--- src/rtl/nes_oam_dma.sv ---
// rtl/nes_oam_dma.sv - sprite DMA sequencer: forwards CPU bus cycles, copies one page to OAM on a $4014 write
module nes_oam_dma (
  input  logic        clock,
  input  logic        reset,
  input  logic [15:0] cpu_address,
  input  logic [7:0]  cpu_out,
  input  logic        cpu_rd,
  input  logic        cpu_we,
  output logic        cpu_ce,
  output logic [15:0] address,
  output logic [7:0]  out,
  input  logic [7:0]  din,
  output logic        rd,
  output logic        we,
  output logic        busy
);

  localparam logic [15:0] DMA_REG  = 16'h4014;
  localparam logic [15:0] OAM_PORT = 16'h2004;

  typedef enum logic [2:0] {IDLE, HALT, ALIGN, READ, WRITE} state_t;

  state_t      state_q, state_d;
  logic [7:0]  page_q, page_d;
  logic [7:0]  idx_q, idx_d;
  logic        odd_q, odd_d;

  always_comb begin
    state_d = state_q;
    page_d  = page_q;
    idx_d   = idx_q;
    odd_d   = ~odd_q;
    cpu_ce  = 1'b0;
    busy    = 1'b1;
    address = cpu_address;
    out     = cpu_out;
    rd      = 1'b0;
    we      = 1'b0;
    case (state_q)
      IDLE: begin
        cpu_ce = 1'b1;
        busy   = 1'b0;
        rd     = cpu_rd;
        we     = cpu_we;
        if (cpu_we && cpu_address == DMA_REG) begin
          page_d  = cpu_out;
          idx_d   = 8'h00;
          state_d = HALT;
        end
      end
      // Burn one extra cycle when needed so every READ lands on an even cycle.
      HALT:  state_d = odd_q ? READ : ALIGN;
      ALIGN: state_d = READ;
      READ: begin
        address = {page_q, idx_q};
        rd      = 1'b1;
        state_d = WRITE;
      end
      WRITE: begin
        address = OAM_PORT;
        out     = din;
        we      = 1'b1;
        idx_d   = idx_q + 8'd1;
        state_d = (idx_q == 8'hFF) ? IDLE : READ;
      end
      default: state_d = IDLE;
    endcase
  end

  always_ff @(posedge clock) begin
    if (reset) begin
      state_q <= IDLE;
      page_q  <= 8'h00;
      idx_q   <= 8'h00;
      odd_q   <= 1'b0;
    end else begin
      state_q <= state_d;
      page_q  <= page_d;
      idx_q   <= idx_d;
      odd_q   <= odd_d;
    end
  end

endmodule

--- config.mk ---
export PLATFORM = sky130hd
export DESIGN_NAME = nes_oam_dma
export DESIGN_NICKNAME = d
export VERILOG_FILES = /design/src/rtl/nes_oam_dma.sv
export SDC_FILE = /design/constraint.sdc
export NUM_CORES = 1
export LEC_CHECK = 0
export BUFFER_PORTS_ARGS = -buffer_cell sky130_fd_sc_hd__buf_2
export CAP_MARGIN = 5
export CELL_PAD_IN_SITES_DETAIL_PLACEMENT = 0
export CELL_PAD_IN_SITES_GLOBAL_PLACEMENT = 1
export CORE_AREA = 10 10 57 104
export CTS_CLUSTER_DIAMETER = 50
export DETAILED_ROUTE_END_ITERATION = 8
export DIE_AREA = 0 0 67 114
export GPL_TIMING_DRIVEN = 0
export HOLD_SLACK_MARGIN = 0.15
export PLACE_DENSITY = 0.76
export SLEW_MARGIN = 25
export SYNTH_ARGS = -nofsm -noshare
export SYNTH_HDL_FRONTEND = slang
export SYNTH_SLANG_ARGS = --single-unit
--- constraint.sdc ---
create_clock -name clock -period 1.94 [get_ports clock]
set_clock_uncertainty 0.15 [all_clocks]
set_input_delay 0.388 -clock clock [delete_from_list [all_inputs] [get_ports clock]]
set_output_delay 0.388 -clock clock [all_outputs]
set_load 0.02 [all_outputs]
### Yosys cells after proc, flatten, opt, wreduce, memory -nomap -nowiden

Index checks and enable logic that the tools add are counted.

| word-level totals | value |
|---|---|
| memories kept | 0 |
| word-level logic and storage cells | 30 |
| output and inout port bits | 28 |
| bits in registers | 20 |
| latch bits | 0 |
| memory bits (writable) | 0 |
| bits in read-only memories | 0 |

| cells by class | value |
|---|---|
| mux-type cells | 12 |
| shift operators | 0 |
| multipliers | 0 |
| $lt $le $gt $ge | 0 |
| bitwise gates (word level) | 1 |
| equal/unequal tests | 7 |
| $add $sub $neg | 1 |
| div/mod/pow operators | 0 |
| reduce and logical (&&, ||, !) cells | 5 |

Operators with widths:

| kind | count |
|---|---|
| 16-bit case mux with 2 select lines | 1 |
| 16-bit by 15-bit == test with 1-bit output, second input constant | 1 |
| 8-bit 2-to-1 mux | 2 |
| 8-bit case mux with 2 select lines | 1 |
| 3-bit case mux with 5 select lines | 1 |
| 8-bit by 1-bit adder with 8-bit output, second input constant | 1 |
| 8-bit == test, second input constant | 1 |
| 3-bit by 2-bit == test with 1-bit output, second input constant | 2 |
| 1-bit case mux with 2 select lines | 2 |
| 2-bit AND reduction | 2 |
| 3-bit by 1-bit == test with 1-bit output, second input constant | 1 |
| 3-bit == test, second input constant | 1 |
| 3-bit logical NOT | 1 |
| 1-bit 2-to-1 mux | 3 |
| 3-bit 2-to-1 mux | 1 |
| 2-bit 2-to-1 mux | 1 |
| 2-bit != test, second input constant | 1 |
| 2-bit nonzero test | 1 |
| 1-bit logical AND | 1 |
| 1-bit inverter | 1 |

### Depth between registers and ports, before layout

| depth | value |
|---|---|
| depth after elaboration | 4 |
| depth in mapped cells | 6 |
| mapped depth without buffers | 4 |

### Least setup slack after synthesis

Ideal clock, no wire load.

| path | value |
|---|---|
| kind | register to output |
| start point | register state_q[0] |
| end point | output port rd |
| cell stages (with the launch flop) | 6 |
| setup slack | 0.047 ns |
| path buffers | 2 |
| arrival time | 1.355 ns |
| required time | 1.402 ns |
| cells stage by stage | dfxtp_1 buf_6 nor3_1 clkbuf_1 nand2_1 nand2_1 |

| between the ends | value |
|---|---|
| word-level cells in the longest chain between the ends | 2 |

Ends and longest elaborated chain:

| what | RTL line | source |
|---|---|---|
| start, declared | 23 | `state_t state_q, state_d;` |
| start signal, assigned | 77 | `state_q <= state_d;` |
| 3-bit by 2-bit == test with 1-bit output or 3-bit logical NOT (tied branches) | 39 | `case (state_q)` |
| 1-bit case mux with 2 select lines * | 39 |  |
| end, declared | 13 | `output logic rd,` |

Mark *: on every way between the ends. The rest lies on a longest branch, timed or not.

### Final worst setup path

| path | value |
|---|---|
| start point | register state_q[1] |
| end point | output port out[1] |

| between the ends | value |
|---|---|
| word-level cells in the longest chain between the ends | 2 |

Ends and longest elaborated chain:

| what | RTL line | source |
|---|---|---|
| 3-bit == test | 39 |  |
| 8-bit 2-to-1 mux | 39 |  |
| end, declared | 11 | `output logic [7:0] out,` |

No other way between the ends.

==> impl_metrics.tcl <==
set metrics [dict create \
    nets 282 \
    period_share_pct 108.4 \
    cts_buffer_depth 2 \
    netlist.top_cell.by_area "dfxtp_1" \
    synthArstFlopShare_pct 0 \
    drv_cap 0 \
    fin_area_sq_um 2157 \
    dp.cells 281 \
    finalNonFillerCells 298 \
    start_kind "register" \
    status "finished, violations left" \
    die_h_um 114 \
    period_needed_ps 2104 \
    antenna_cells 0 \
    holdPathStages 3 \
    grt_pass1_wl_um 8155 \
    synth-seq-cells 20 \
    vias 1605 \
    crit_family "simple AND/OR/NAND/NOR gates" \
    numPortBuffers 63 \
    crit_path_end_kind "primary output" \
    grt_pass1_vias 1732 \
    switching_share_pct 26.46 \
    layout-drive-gt1-share_pct 48.77 \
    netlist_instances 164 \
    crit_type "register to primary output" \
    synth_edf_count 0 \
    slew_violations 0 \
    antenna_left 0 \
    synth_area_leaders "dfxtp_1 32%, a22o_1 9.7%, nand2_1 9.2%" \
    worst-path-buf-inv 3 \
    drt_first_pass_iters 4 \
    grt_max_degree 12 \
    syn_avg_cell_area_sq_um 7.736 \
    synth_ff_type "dfxtp_1" \
    grt-ovfl-total 0 \
    dp_hpwl_um 3978 \
    yosysUniqueCellTypes 36 \
    initial_core_util_pct 29.53 \
    numClockSinks 20 \
    synth_most_common_cell "nand2_1" \
    critPathMaxStageDelay_ps 390 \
    dr.max_layer_used "met4" \
    cp_cell_sequence "or3b_1 > buf_6 > clkbuf_16 > nand2_4 > nand2_2 > buf_6" \
    cp_slowest_cell "or3b_1" \
    power-per-cell-area_nw_per_um2 435.2 \
    p_int_uw 690.3 \
    hold_buffers 0 \
    path_clk_slew_ps 80 \
    worst_ep_required_time_ps 1400 \
    fp.dieArea_sq_um 7638 \
    synthDominantCellAreaShare_pct 31.56 \
    r2r-end "state_q[0]$_SDFFE_PP0P_" \
    setup_slack_ps -163.9 \
    rsz0062_at_grt "yes" \
    hold_ws_ps 256.6 \
    pwr-share-comb_pct 21.7 \
    cts_tree "built" \
    numCtsBuffers 3 \
    ys_warn_count 0 \
    reg2reg_slack_ps 200 \
    area_growth_pct 70.02 \
    crit_top_cell "buf_6" \
    rows 34 \
    hp-class "input port to register" \
    wl_met2_um 3069 \
    synth_nets 201 \
    core_area_sq_um 4297 \
    wl_met3_um 299 \
    viasPerCell 5.386 \
    cp_max_fo 6 \
    leakagePower_nw 0.9534 \
    cts_root_buf "clkbuf_8" \
    antenna_found_initial 0 \
    finalHoldViolCount 0 \
    htree_levels 1 \
    vdd_ir_drop_max_mv 0.3467 \
    wl_met1_um 1890 \
    fmax_mhz 475.3 \
    worst_pin_slew_ps 555.7 \
    track_usage_pct 13.43 \
    gp_congestion 0.9121 \
    wl_per_cell_um 18.01 \
    placed_area_sq_um 1652 \
    clkPwrFrac_pct 34.8 \
    worstHoldEndpoint "page_q[6]$_SDFFE_PP0P_" \
    cp.arrival_ps 1570 \
    violations "negative setup slack" \
    min_from "cpu_out[6]" \
    reg2regPathDepth 5 \
    yosysSeqAreaShare_pct 31.56 \
    drcViolationCount 0 \
    finalSetupViolations 25 \
    first_iter_violations 56 \
    synthTopCellsByCount "31 x nand2_1, 20 x dfxtp_1, 14 x a22o_1" \
    syn-cell-area_sq_um 1269 \
    io_pins 64 \
    clk-insertion-delay-late_ps 260 \
    seqPwrFrac_pct 43.5 \
    fp.dieW_um 67 \
    wl_um 5366 \
    r2r-start "state_q[1]$_SDFFE_PP0P_" \
    netSwitchingPower_uw 248.4 \
    max_slew_margin_pct 62.67 \
]
[metrics by stage]
step	setup TNS, ps	utilization [%]	setup WS, ps	power, mW
finish	-3195	50.20	-163.9	0.9388
global route	-4451	50.20	-206.4	0.9681
CTS	-2489	46.83	-147.4	0.9168
detailed placement	-6446	38.44	-364.8	0.5767
global placement	-6545	38.44	-380.4	0.5763
floorplan	0	-	46.81	0.4975
[area by class of cell]
type,instances,area [sq um]
plain buffers,13,111.4
clock buffers,4,55.05
fillers,427,2140
inverters,1,3.754
multi-input cells,129,902.1
flip-flops and latches,20,411.6
well taps,54,67.56
repair buffers,77,605.6
[cells by family (layout without fill, tap and decap cells)]
group                      after synthesis  after routing  synth area share [%]
and+or+nand+nor                         81             81                 34.52
xor gates and xnor gates                 5              5                 3.452
AOI/OAI and AO/OA                       42             42                 24.06
buffers and inverters                   15             95                 5.424
adders and majority gates                1              1                0.9860
DFF                                     20             20                 31.56
[worst max path at each step]
| stage | depth (start not counted) | to | slack [ps] | from |
|---|---|---|---|---|
| 2_1_floorplan | 5 | rd | 50 | state_q[0]$_SDFFE_PP0P_ |
| 3_3_place_gp | 6 | address[11] | -380 | state_q[1]$_SDFFE_PP0P_ |
| 3_5_place_dp | 6 | address[11] | -360 | state_q[1]$_SDFFE_PP0P_ |
| 4_1_cts | 6 | out[5] | -150 | state_q[1]$_SDFFE_PP0P_ |
| 5_1_grt | 6 | out[3] | -210 | state_q[1]$_SDFFE_PP0P_ |
| 6_report | 6 | out[1] | -160 | state_q[1]$_SDFFE_PP0P_ |
[flip-flops by register name, indices dropped and copies added (netlist names)]
signal   count
state_q      3
idx_q        8
odd_q        1
page_q       8
[tightest hold or removal path, delay by kind of cell]
kind | cells | cell delay [ps]
AND/OR/NAND/NOR | 1 | 70
buffers and inverters | 1 | 110
AO/OA/AOI/OAI | 1 | 60
[per-layer routing]
metal | GRT usage (%) | vias to the layer above
li1 | - | 784
met5 | 0 | -
met4 | 5.785 | 0
met1 | 13.31 | 760
met3 | 2.063 | 8
met2 | 25.64 | 53
[cell usage in the layout (no fill, tap or decap), types with 4 or more instances in the layout]
master / n
a21oi_1: 11
a22o_1: 14
buf_2: 42
buf_4: 9
buf_6: 28
clkbuf_8: 6
dfxtp_1: 17
nand2_1: 15
nand2_2: 11
nand2_4: 5
nand4_1: 12
nor2_1: 5
nor3_1: 6
nor3_2: 4
o31ai_1: 8
xor2_1: 4
[power by group through the flow]
| stage | clock network (mW) | logic [mW] | registers (mW) |
|---|---|---|---|
| 2_1_floorplan | 0 | 0.0757 | 0.422 |
| 3_3_place_gp | 0 | 0.154 | 0.422 |
| 3_5_place_dp | 0 | 0.155 | 0.422 |
| 4_1_cts | 0.327 | 0.182 | 0.408 |
| 5_1_grt | 0.343 | 0.217 | 0.408 |
| 6_report | 0.327 | 0.204 | 0.408 |
[repair_timing]
| item | 4_1_cts | 5_1_grt |
|---|---|---|
| setup buffers | 10 | 2 |
| gates resized for setup | 72 | 33 |
| gates cloned | 1 | 1 |
| pin swaps | 21 | 2 |
| setup endpoints to repair | 27 | 30 |
No activity file was read; power rests on OpenSTA's default activity.
